### config.mk
export PLATFORM = sky130hd
export DESIGN_NAME = spi_periph
export DESIGN_NICKNAME = d
export VERILOG_FILES = /design/src/rtl/spi_pkg.sv /design/src/rtl/spi_shift_core.sv /design/src/rtl/spi_periph.sv
export SDC_FILE = /design/constraint.sdc
export NUM_CORES = 1
export LEC_CHECK = 0
export BUFFER_PORTS_ARGS = -buffer_cell sky130_fd_sc_hd__buf_2
export CAP_MARGIN = 20
export CELL_PAD_IN_SITES_DETAIL_PLACEMENT = 1
export CELL_PAD_IN_SITES_GLOBAL_PLACEMENT = 1
export CORE_UTILIZATION = 35
export CTS_CLUSTER_SIZE = 25
export DETAILED_ROUTE_END_ITERATION = 10
export PLACE_DENSITY = 0.66
export SLEW_MARGIN = 20
export SYNTH_ARGS = -nofsm -noshare
export SYNTH_HDL_FRONTEND = slang
export SYNTH_SLANG_ARGS = --single-unit
### constraint.sdc
create_clock -name PCLK -period 2.9 [get_ports PCLK]
set_clock_uncertainty 0.1 [all_clocks]
set_input_delay 0.29 -clock PCLK [delete_from_list [all_inputs] [get_ports PCLK]]
set_output_delay 0.29 -clock PCLK [all_outputs]
set_load 0.02 [all_outputs]
### src/rtl/spi_pkg.sv
// Shared types and constants for the SPI peripheral: engine states,
// APB register offsets and STATUS bit positions.
package spi_pkg;

    typedef enum logic [1:0] {
        IDLE  = 2'd0,
        LEAD  = 2'd1,
        SHIFT = 2'd2,
        TRAIL = 2'd3
    } spi_state_e;

    localparam logic [3:0] OFF_CTRL   = 4'h0;
    localparam logic [3:0] OFF_TXD    = 4'h4;
    localparam logic [3:0] OFF_RXD    = 4'h8;
    localparam logic [3:0] OFF_STATUS = 4'hC;

    localparam int STAT_BUSY = 0;
    localparam int STAT_RXV  = 1;
    localparam int STAT_OVR  = 2;
    localparam int STAT_WCOL = 3;

endpackage

### src/rtl/spi_shift_core.sv
// Single-byte SPI master shift engine: LEAD / 16 half-periods / TRAIL,
// each phase DIV+1 clocks. MSB first, CPOL/CPHA selectable.
module spi_shift_core
    import spi_pkg::*;
(
    input  logic       i_clk,
    input  logic       i_rst_n,
    input  logic       i_start,
    input  logic [7:0] i_byte_in,
    input  logic       i_cpol,
    input  logic       i_cpha,
    input  logic [7:0] i_div,
    input  logic       i_miso,
    output logic       o_done,
    output logic [7:0] o_byte_out,
    output logic       o_busy,
    output logic       o_sclk,
    output logic       o_mosi,
    output logic       o_cs_n
);
    spi_state_e r_state;
    spi_state_e w_next;
    logic [7:0] r_div_cnt;
    logic [3:0] r_edge_cnt;
    logic [7:0] r_tx_sr;
    logic [7:0] r_rx_sr;
    logic       w_cnt_done;
    logic       w_lead_edge;
    logic       w_trail_edge;
    logic       w_sample;
    logic       w_shift;

    assign w_cnt_done   = (r_div_cnt == i_div);
    // Leading SCLK edges: entering half-period 0 (end of LEAD) and entering every even one.
    assign w_lead_edge  = (r_state == LEAD && w_cnt_done) ||
                          (r_state == SHIFT && w_cnt_done && r_edge_cnt[0] && r_edge_cnt != 4'd15);
    assign w_trail_edge = (r_state == SHIFT) && w_cnt_done && !r_edge_cnt[0];
    assign w_sample     = i_cpha ? w_trail_edge : w_lead_edge;
    // With CPHA=1 the first leading edge keeps bit 7 on MOSI, so only leading edges inside SHIFT shift.
    assign w_shift      = i_cpha ? (w_lead_edge && r_state == SHIFT) : w_trail_edge;

    assign o_mosi     = r_tx_sr[7];
    assign o_byte_out = r_rx_sr;

    // State register.
    always_ff @(posedge i_clk or negedge i_rst_n) begin
        if (!i_rst_n) r_state <= IDLE;
        else          r_state <= w_next;
    end

    // Next state and state-decoded outputs.
    always_comb begin
        w_next = r_state;
        o_done = 1'b0;
        o_busy = 1'b1;
        o_cs_n = 1'b0;
        o_sclk = i_cpol;
        unique case (r_state)
            IDLE: begin
                o_busy = 1'b0;
                o_cs_n = 1'b1;
                if (i_start) w_next = LEAD;
            end
            LEAD:  if (w_cnt_done) w_next = SHIFT;
            SHIFT: begin
                o_sclk = i_cpol ^ ~r_edge_cnt[0];
                if (w_cnt_done && r_edge_cnt == 4'd15) w_next = TRAIL;
            end
            TRAIL: if (w_cnt_done) begin
                o_done = 1'b1;
                w_next = IDLE;
            end
            default: w_next = IDLE;
        endcase
    end

    // Phase counters and data shift registers.
    always_ff @(posedge i_clk or negedge i_rst_n) begin
        if (!i_rst_n) begin
            r_div_cnt  <= '0;
            r_edge_cnt <= '0;
            r_tx_sr    <= '0;
            r_rx_sr    <= '0;
        end else if (r_state == IDLE) begin
            r_div_cnt  <= '0;
            r_edge_cnt <= '0;
            if (i_start) r_tx_sr <= i_byte_in;
        end else begin
            r_div_cnt <= w_cnt_done ? 8'd0 : r_div_cnt + 8'd1;
            if (r_state == SHIFT && w_cnt_done) r_edge_cnt <= r_edge_cnt + 4'd1;
            if (w_shift)  r_tx_sr <= {r_tx_sr[6:0], 1'b0};
            if (w_sample) r_rx_sr <= {r_rx_sr[6:0], i_miso};
        end
    end

endmodule

### src/rtl/spi_periph.sv
// APB slave wrapping the SPI shift engine: register decode, CTRL/TXD/RXD,
// sticky STATUS flags. Optional loopback (CTRL[2]) with SPI_PERIPH_LOOPBACK_EN.
module spi_periph
    import spi_pkg::*;
#(
    parameter int ADDR_W = 4
) (
    input  logic              PCLK,
    input  logic              PRESET,
    input  logic [ADDR_W-1:0] PADDR,
    input  logic [31:0]       PWDATA,
    input  logic              PWRITE,
    input  logic              PENABLE,
    input  logic              PSEL,
    output logic [31:0]       PRDATA,
    output logic              PREADY,
    output logic              SCLK,
    output logic              MOSI,
    input  logic              MISO,
    output logic              CS_n
);
    logic       w_acc, w_wr, w_rd;
    logic       w_sel_ctrl, w_sel_txd, w_sel_rxd, w_sel_stat;
    logic       w_busy, w_done, w_start, w_rd_rxd, w_miso, w_loop;
    logic [7:0] w_byte_out;
    logic [31:0] w_rdata;
    logic       r_cpol, r_cpha;
    logic [7:0] r_div, r_txd, r_rxd;
    logic       r_rx_valid, r_overrun, r_wcol;
    logic       w_unused_ok;

    assign w_acc      = PSEL & PENABLE;
    assign w_wr       = w_acc & PWRITE;
    assign w_rd       = w_acc & ~PWRITE;
    assign w_sel_ctrl = (PADDR == ADDR_W'(OFF_CTRL));
    assign w_sel_txd  = (PADDR == ADDR_W'(OFF_TXD));
    assign w_sel_rxd  = (PADDR == ADDR_W'(OFF_RXD));
    assign w_sel_stat = (PADDR == ADDR_W'(OFF_STATUS));
    assign w_start    = w_wr & w_sel_txd & ~w_busy;
    assign w_rd_rxd   = w_rd & w_sel_rxd;
    assign PREADY     = w_acc;
    assign w_unused_ok = ^PWDATA[31:16];

`ifdef SPI_PERIPH_LOOPBACK_EN
    logic r_loop;
    assign w_loop = r_loop;
    // Loopback control bit, frozen while a transfer runs.
    always_ff @(posedge PCLK or negedge PRESET) begin
        if (!PRESET)                           r_loop <= 1'b0;
        else if (w_wr & w_sel_ctrl & ~w_busy)  r_loop <= PWDATA[2];
    end
`else
    assign w_loop = 1'b0;
`endif

    assign w_miso = w_loop ? MOSI : MISO;

    // CTRL and TXD registers; CTRL is frozen while a transfer runs.
    always_ff @(posedge PCLK or negedge PRESET) begin
        if (!PRESET) begin
            r_cpol <= 1'b0;
            r_cpha <= 1'b0;
            r_div  <= '0;
            r_txd  <= '0;
        end else begin
            if (w_wr & w_sel_ctrl & ~w_busy) begin
                r_cpol <= PWDATA[0];
                r_cpha <= PWDATA[1];
                r_div  <= PWDATA[15:8];
            end
            if (w_start) r_txd <= PWDATA[7:0];
        end
    end

    // RXD capture and sticky status; a completion beats a same-cycle RXD read.
    always_ff @(posedge PCLK or negedge PRESET) begin
        if (!PRESET) begin
            r_rxd      <= '0;
            r_rx_valid <= 1'b0;
            r_overrun  <= 1'b0;
            r_wcol     <= 1'b0;
        end else begin
            if (w_done)        r_rxd <= w_byte_out;
            if (w_done)        r_rx_valid <= 1'b1;
            else if (w_rd_rxd) r_rx_valid <= 1'b0;
            if (w_done && r_rx_valid && !w_rd_rxd)             r_overrun <= 1'b1;
            else if (w_wr && w_sel_stat && PWDATA[STAT_OVR])   r_overrun <= 1'b0;
            if (w_wr && w_sel_txd && w_busy)                   r_wcol <= 1'b1;
            else if (w_wr && w_sel_stat && PWDATA[STAT_WCOL])  r_wcol <= 1'b0;
        end
    end

    // Read mux; unmapped offsets and idle bus return zero.
    always_comb begin
        w_rdata = '0;
        if (w_acc) begin
            if (w_sel_ctrl)      w_rdata = {16'd0, r_div, 5'd0, w_loop, r_cpha, r_cpol};
            else if (w_sel_txd)  w_rdata = {24'd0, r_txd};
            else if (w_sel_rxd)  w_rdata = {24'd0, r_rxd};
            else if (w_sel_stat) w_rdata = {28'd0, r_wcol, r_overrun, r_rx_valid, w_busy};
        end
    end
    assign PRDATA = w_rdata;

    spi_shift_core u_core (
        .i_clk      (PCLK),
        .i_rst_n    (PRESET),
        .i_start    (w_start),
        .i_byte_in  (PWDATA[7:0]),
        .i_cpol     (r_cpol),
        .i_cpha     (r_cpha),
        .i_div      (r_div),
        .i_miso     (w_miso),
        .o_done     (w_done),
        .o_byte_out (w_byte_out),
        .o_busy     (w_busy),
        .o_sclk     (SCLK),
        .o_mosi     (MOSI),
        .o_cs_n     (CS_n)
    );

endmodule
==> impl_metrics.csv <==
group,metric,value,unit
floorplan,ios,78,
setup_path,critPathMaxStageDelay,0.50,ns
setup_path,cpMaxStageDelayCell,"mux4_2",
placement,dp_hpwl,4550,um
floorplan,die_h,96.1,um
placement,gp_congestion,0.783,
pwr,power_density,864,nW/um^2
floorplan,core,8380,um^2
setup_path,cp_common_cell,"inv_1",
placement,preCtsSetupSlack,0.454,ns
global_route,overflow,0,
sta,maxSlewHeadroom,49.1,%
clocking,post_cts_resized,0,
setup_path,worstSetupPathType,"register to output port",
clocking,cts_htree_levels,3,
run_status,run_status,"finished, violations left",
sta,holdWs,-0.0111,ns
global_route,grt_antenna_before_repair,0,
floorplan,fp.dieArea,9240,um^2
run,drv_cap,0,
setup_path,crit_buf_inv,3,
floorplan,die_x,96.1,um
route,wl,6260,um
route,wl_per_cell,14.9,um
placement,dp.cells,403,
route,ant_nets,0,
yosys,synth_area,3100,um^2
setup_path,rrSetupSlack,0.45,ns
clocking,clock_latency,0.34,ns
route,drt_iter0_drc,51,
pwr,p_leak,1.77,nW
setup_path,worst_setup_path_start_kind,"register",
sta,fmax,0.365,GHz
clocking,root_buffer,"clkbuf_8",
sta,hold_violations,10,
finish,layout-drive-gt1-share,40.4,%
finish,nets,357,
yosys,synth_edf_count,0,
yosys,synth_top_cell_area_share,47.6,%
finish,area_growth,15.8,%
clocking,clkTransAtPathRegs,0.07,ns
yosys,ys_seq_area_share,47.6,%
sta,rsz0062_at_grt,"no",
route,drc,0,
yosys,synth-seq-cells,59,
sta,min_period,2.74,ns
route,vias,2022,
sta,worst_slack,0.161,ns
floorplan,start_util,37.0,%
route,viasPerCell,4.83,
setup_path,end_kind,"output port",
floorplan,rows,33,
sta,finalSetupViolCount,0,
sta,tns,0,ns
global_route,grt_usage,15.4,%
clocking,postCtsSetupRepairBufs,0,
yosys,syn_area_per_cell,12.0,um^2
yosys,async_flop_share,100,%
yosys,yosysTopAreaCell,"dfrtp_1",
finish,antennaDiodeCount,0,
yosys,yosysUniqueCellTypes,41,
clocking,clockBufferDepth,2,
clocking,numCtsBuffers,9,
yosys,syn_inst,258,
route,dr.pass1.iters,4,
sta,finalCritPeriodShare,94.4,%
run_status,violations,"negative hold slack",
setup_path,cp_top_family,"buffers and inverters",
setup_path,reg2reg_from,"u_core.r_state[0]$_DFFE_PN0P_",
pwr,peakVddDrop,0.281,mV
sta,worst_pin_slew,0.763,ns
global_route,grt_pass1_wl,10500,um
yosys,synth.area.top_cells,"dfrtp_1, mux2_2, xor2_1",
setup_path,cp.arrival,2.35,ns
yosys,yosysWarnings,0,
setup_path,path_max_fanout,11,
setup_path,path_cells,"inv_1 > ha_1 > inv_1 > mux4_2 > nor2b_1 > buf_2",
clocking,cts_tree,"built",
yosys,ys.flop_type,"dfrtp_1",
clocking,cts_num_sinks,59,
placement,portBuffers,45,
finish,fin_cells,419,
min_path,min_path_type,"primary input to async pin",
setup_path,reg2regPathDepth,5,
setup_path,required,2.51,ns
setup_path,r2r_end,"r_txd[4]$_DFFE_PN0P_",
clocking,cts_hold_buf,0,
global_route,grt_max_degree,60,
global_route,grt_pass1_vias,2063,
sta,maxSlewViolCount,0,
[routing by layer]
metal  vias up  global-route usage, %  share of wire (%)
li1        968                      -                  -
met5         -                      0                  0
met3        10                   4.11                3.7
met2        40                   22.6                 46
met1      1004                   21.1                 48
met4         0                   6.72                2.0
[registers in the layout, indices dropped and copies added (netlist names), 2 cells and up]
name	count
u_core.o_byte_out	8
u_core.r_div_cnt	8
r_txd	8
u_core.r_tx_sr	8
r_rxd	8
r_div	8
u_core.r_edge_cnt	4
u_core.r_state	2
[power by group]
group          internal, mW  switching, mW  total [mW]
logic                 0.565          0.543        1.11
clock network         0.419          0.340       0.759
registers              1.06          0.173        1.23
[cell usage after synthesis, types with 2 or more instances]
| master | instances |
|---|---|
| nor2_1 | 20 |
| dfrtp_1 | 59 |
| nand3_1 | 10 |
| or3_1 | 2 |
| nor4_4 | 2 |
| nor2b_1 | 4 |
| buf_1 | 2 |
| nand3_2 | 2 |
| xor2_1 | 15 |
| mux2_2 | 41 |
| ha_1 | 6 |
| clkbuf_1 | 5 |
| inv_1 | 7 |
| o21ai_0 | 9 |
| buf_4 | 17 |
| xnor2_1 | 2 |
| nor3_1 | 2 |
| nor3_2 | 2 |
| nand2b_1 | 2 |
| and3_1 | 2 |
| mux4_2 | 2 |
| mux2_4 | 7 |
| and2_1 | 9 |
| nand2_1 | 7 |
| a22oi_1 | 6 |
[worst max path at each step]
stage                             startpoint                             to  slack (ns)  cells past startpoint
2_1_floorplan  u_core.r_state[0]$_DFFE_PN0P_  u_core.r_tx_sr[7]$_DFFE_PN0P_        0.51                      7
3_3_place_gp   u_core.r_state[0]$_DFFE_PN0P_           r_txd[5]$_DFFE_PN0P_        0.49                      5
3_5_place_dp   u_core.r_state[1]$_DFFE_PN0P_           r_txd[4]$_DFFE_PN0P_        0.45                      5
4_1_cts        u_core.r_state[0]$_DFFE_PN0P_                      PRDATA[0]        0.12                      6
5_1_grt        u_core.r_state[0]$_DFFE_PN0P_                      PRDATA[0]       0.008                      6
6_report       u_core.r_state[0]$_DFFE_PN0P_                      PRDATA[0]        0.16                      6
[through the flow]
| stage | utilization [%] | area (um^2) | hold slack, ns | total power [mW] |
|---|---|---|---|---|
| final | 42.8 | 3590 | -0.0111 | 3.10 |
| after global routing | 42.8 | 3590 | 0.0365 | 3.31 |
| after CTS | 42.8 | 3590 | 0.0200 | 3.14 |
| after detailed placement | 40.4 | 3390 | 0.391 | 2.37 |
| after global placement | 40.4 | 3390 | 0.378 | 2.32 |
| after floorplan | - | 3160 | -0.106 | 2.11 |
[cell families (layout without fill, tap and decap cells)]
group | after synthesis | count (layout) | synth area share [%]
adders and majority gates | 6 | 6 | 2.42
muxes | 52 | 52 | 20.4
buffers and inverters | 31 | 72 | 5.81
other | 1 | 16 | 0.121
AOI/OAI and AO/OA | 22 | 22 | 5.65
xor gates and xnor gates | 17 | 17 | 4.80
and+or+nand+nor | 70 | 70 | 13.2
DFF | 59 | 59 | 47.6
[placed cells by master, fill, tap and decap left out, types with 4 or more instances in the layout]
master / netlist / layout
conb_1: 1 / 16
clkbuf_8: 0 / 10
xor2_1: 15 / 15
buf_2: 0 / 45
nor2b_1: 4 / 4
inv_1: 7 / 7
nand2_1: 7 / 7
nand3_1: 10 / 10
mux2_4: 7 / 7
dfrtp_1: 59 / 59
ha_1: 6 / 6
and2_1: 9 / 9
nor2_1: 20 / 20
mux2_2: 41 / 41
a22oi_1: 6 / 6
buf_4: 17 / 4
o21ai_0: 9 / 9
[area by class of cell]
cell class                      instances  area, um^2
Fill cell                             929        4790
Multi-Input combinational cell        183        1500
Inverter                                7        26.3
Tap cell                              105         131
Clock buffer                           10         138
Clock inverter                          6        63.8
Sequential cell                        59        1480
Timing Repair Buffer                   49         255
Note: power is estimated with default switching activity, not from simulation.
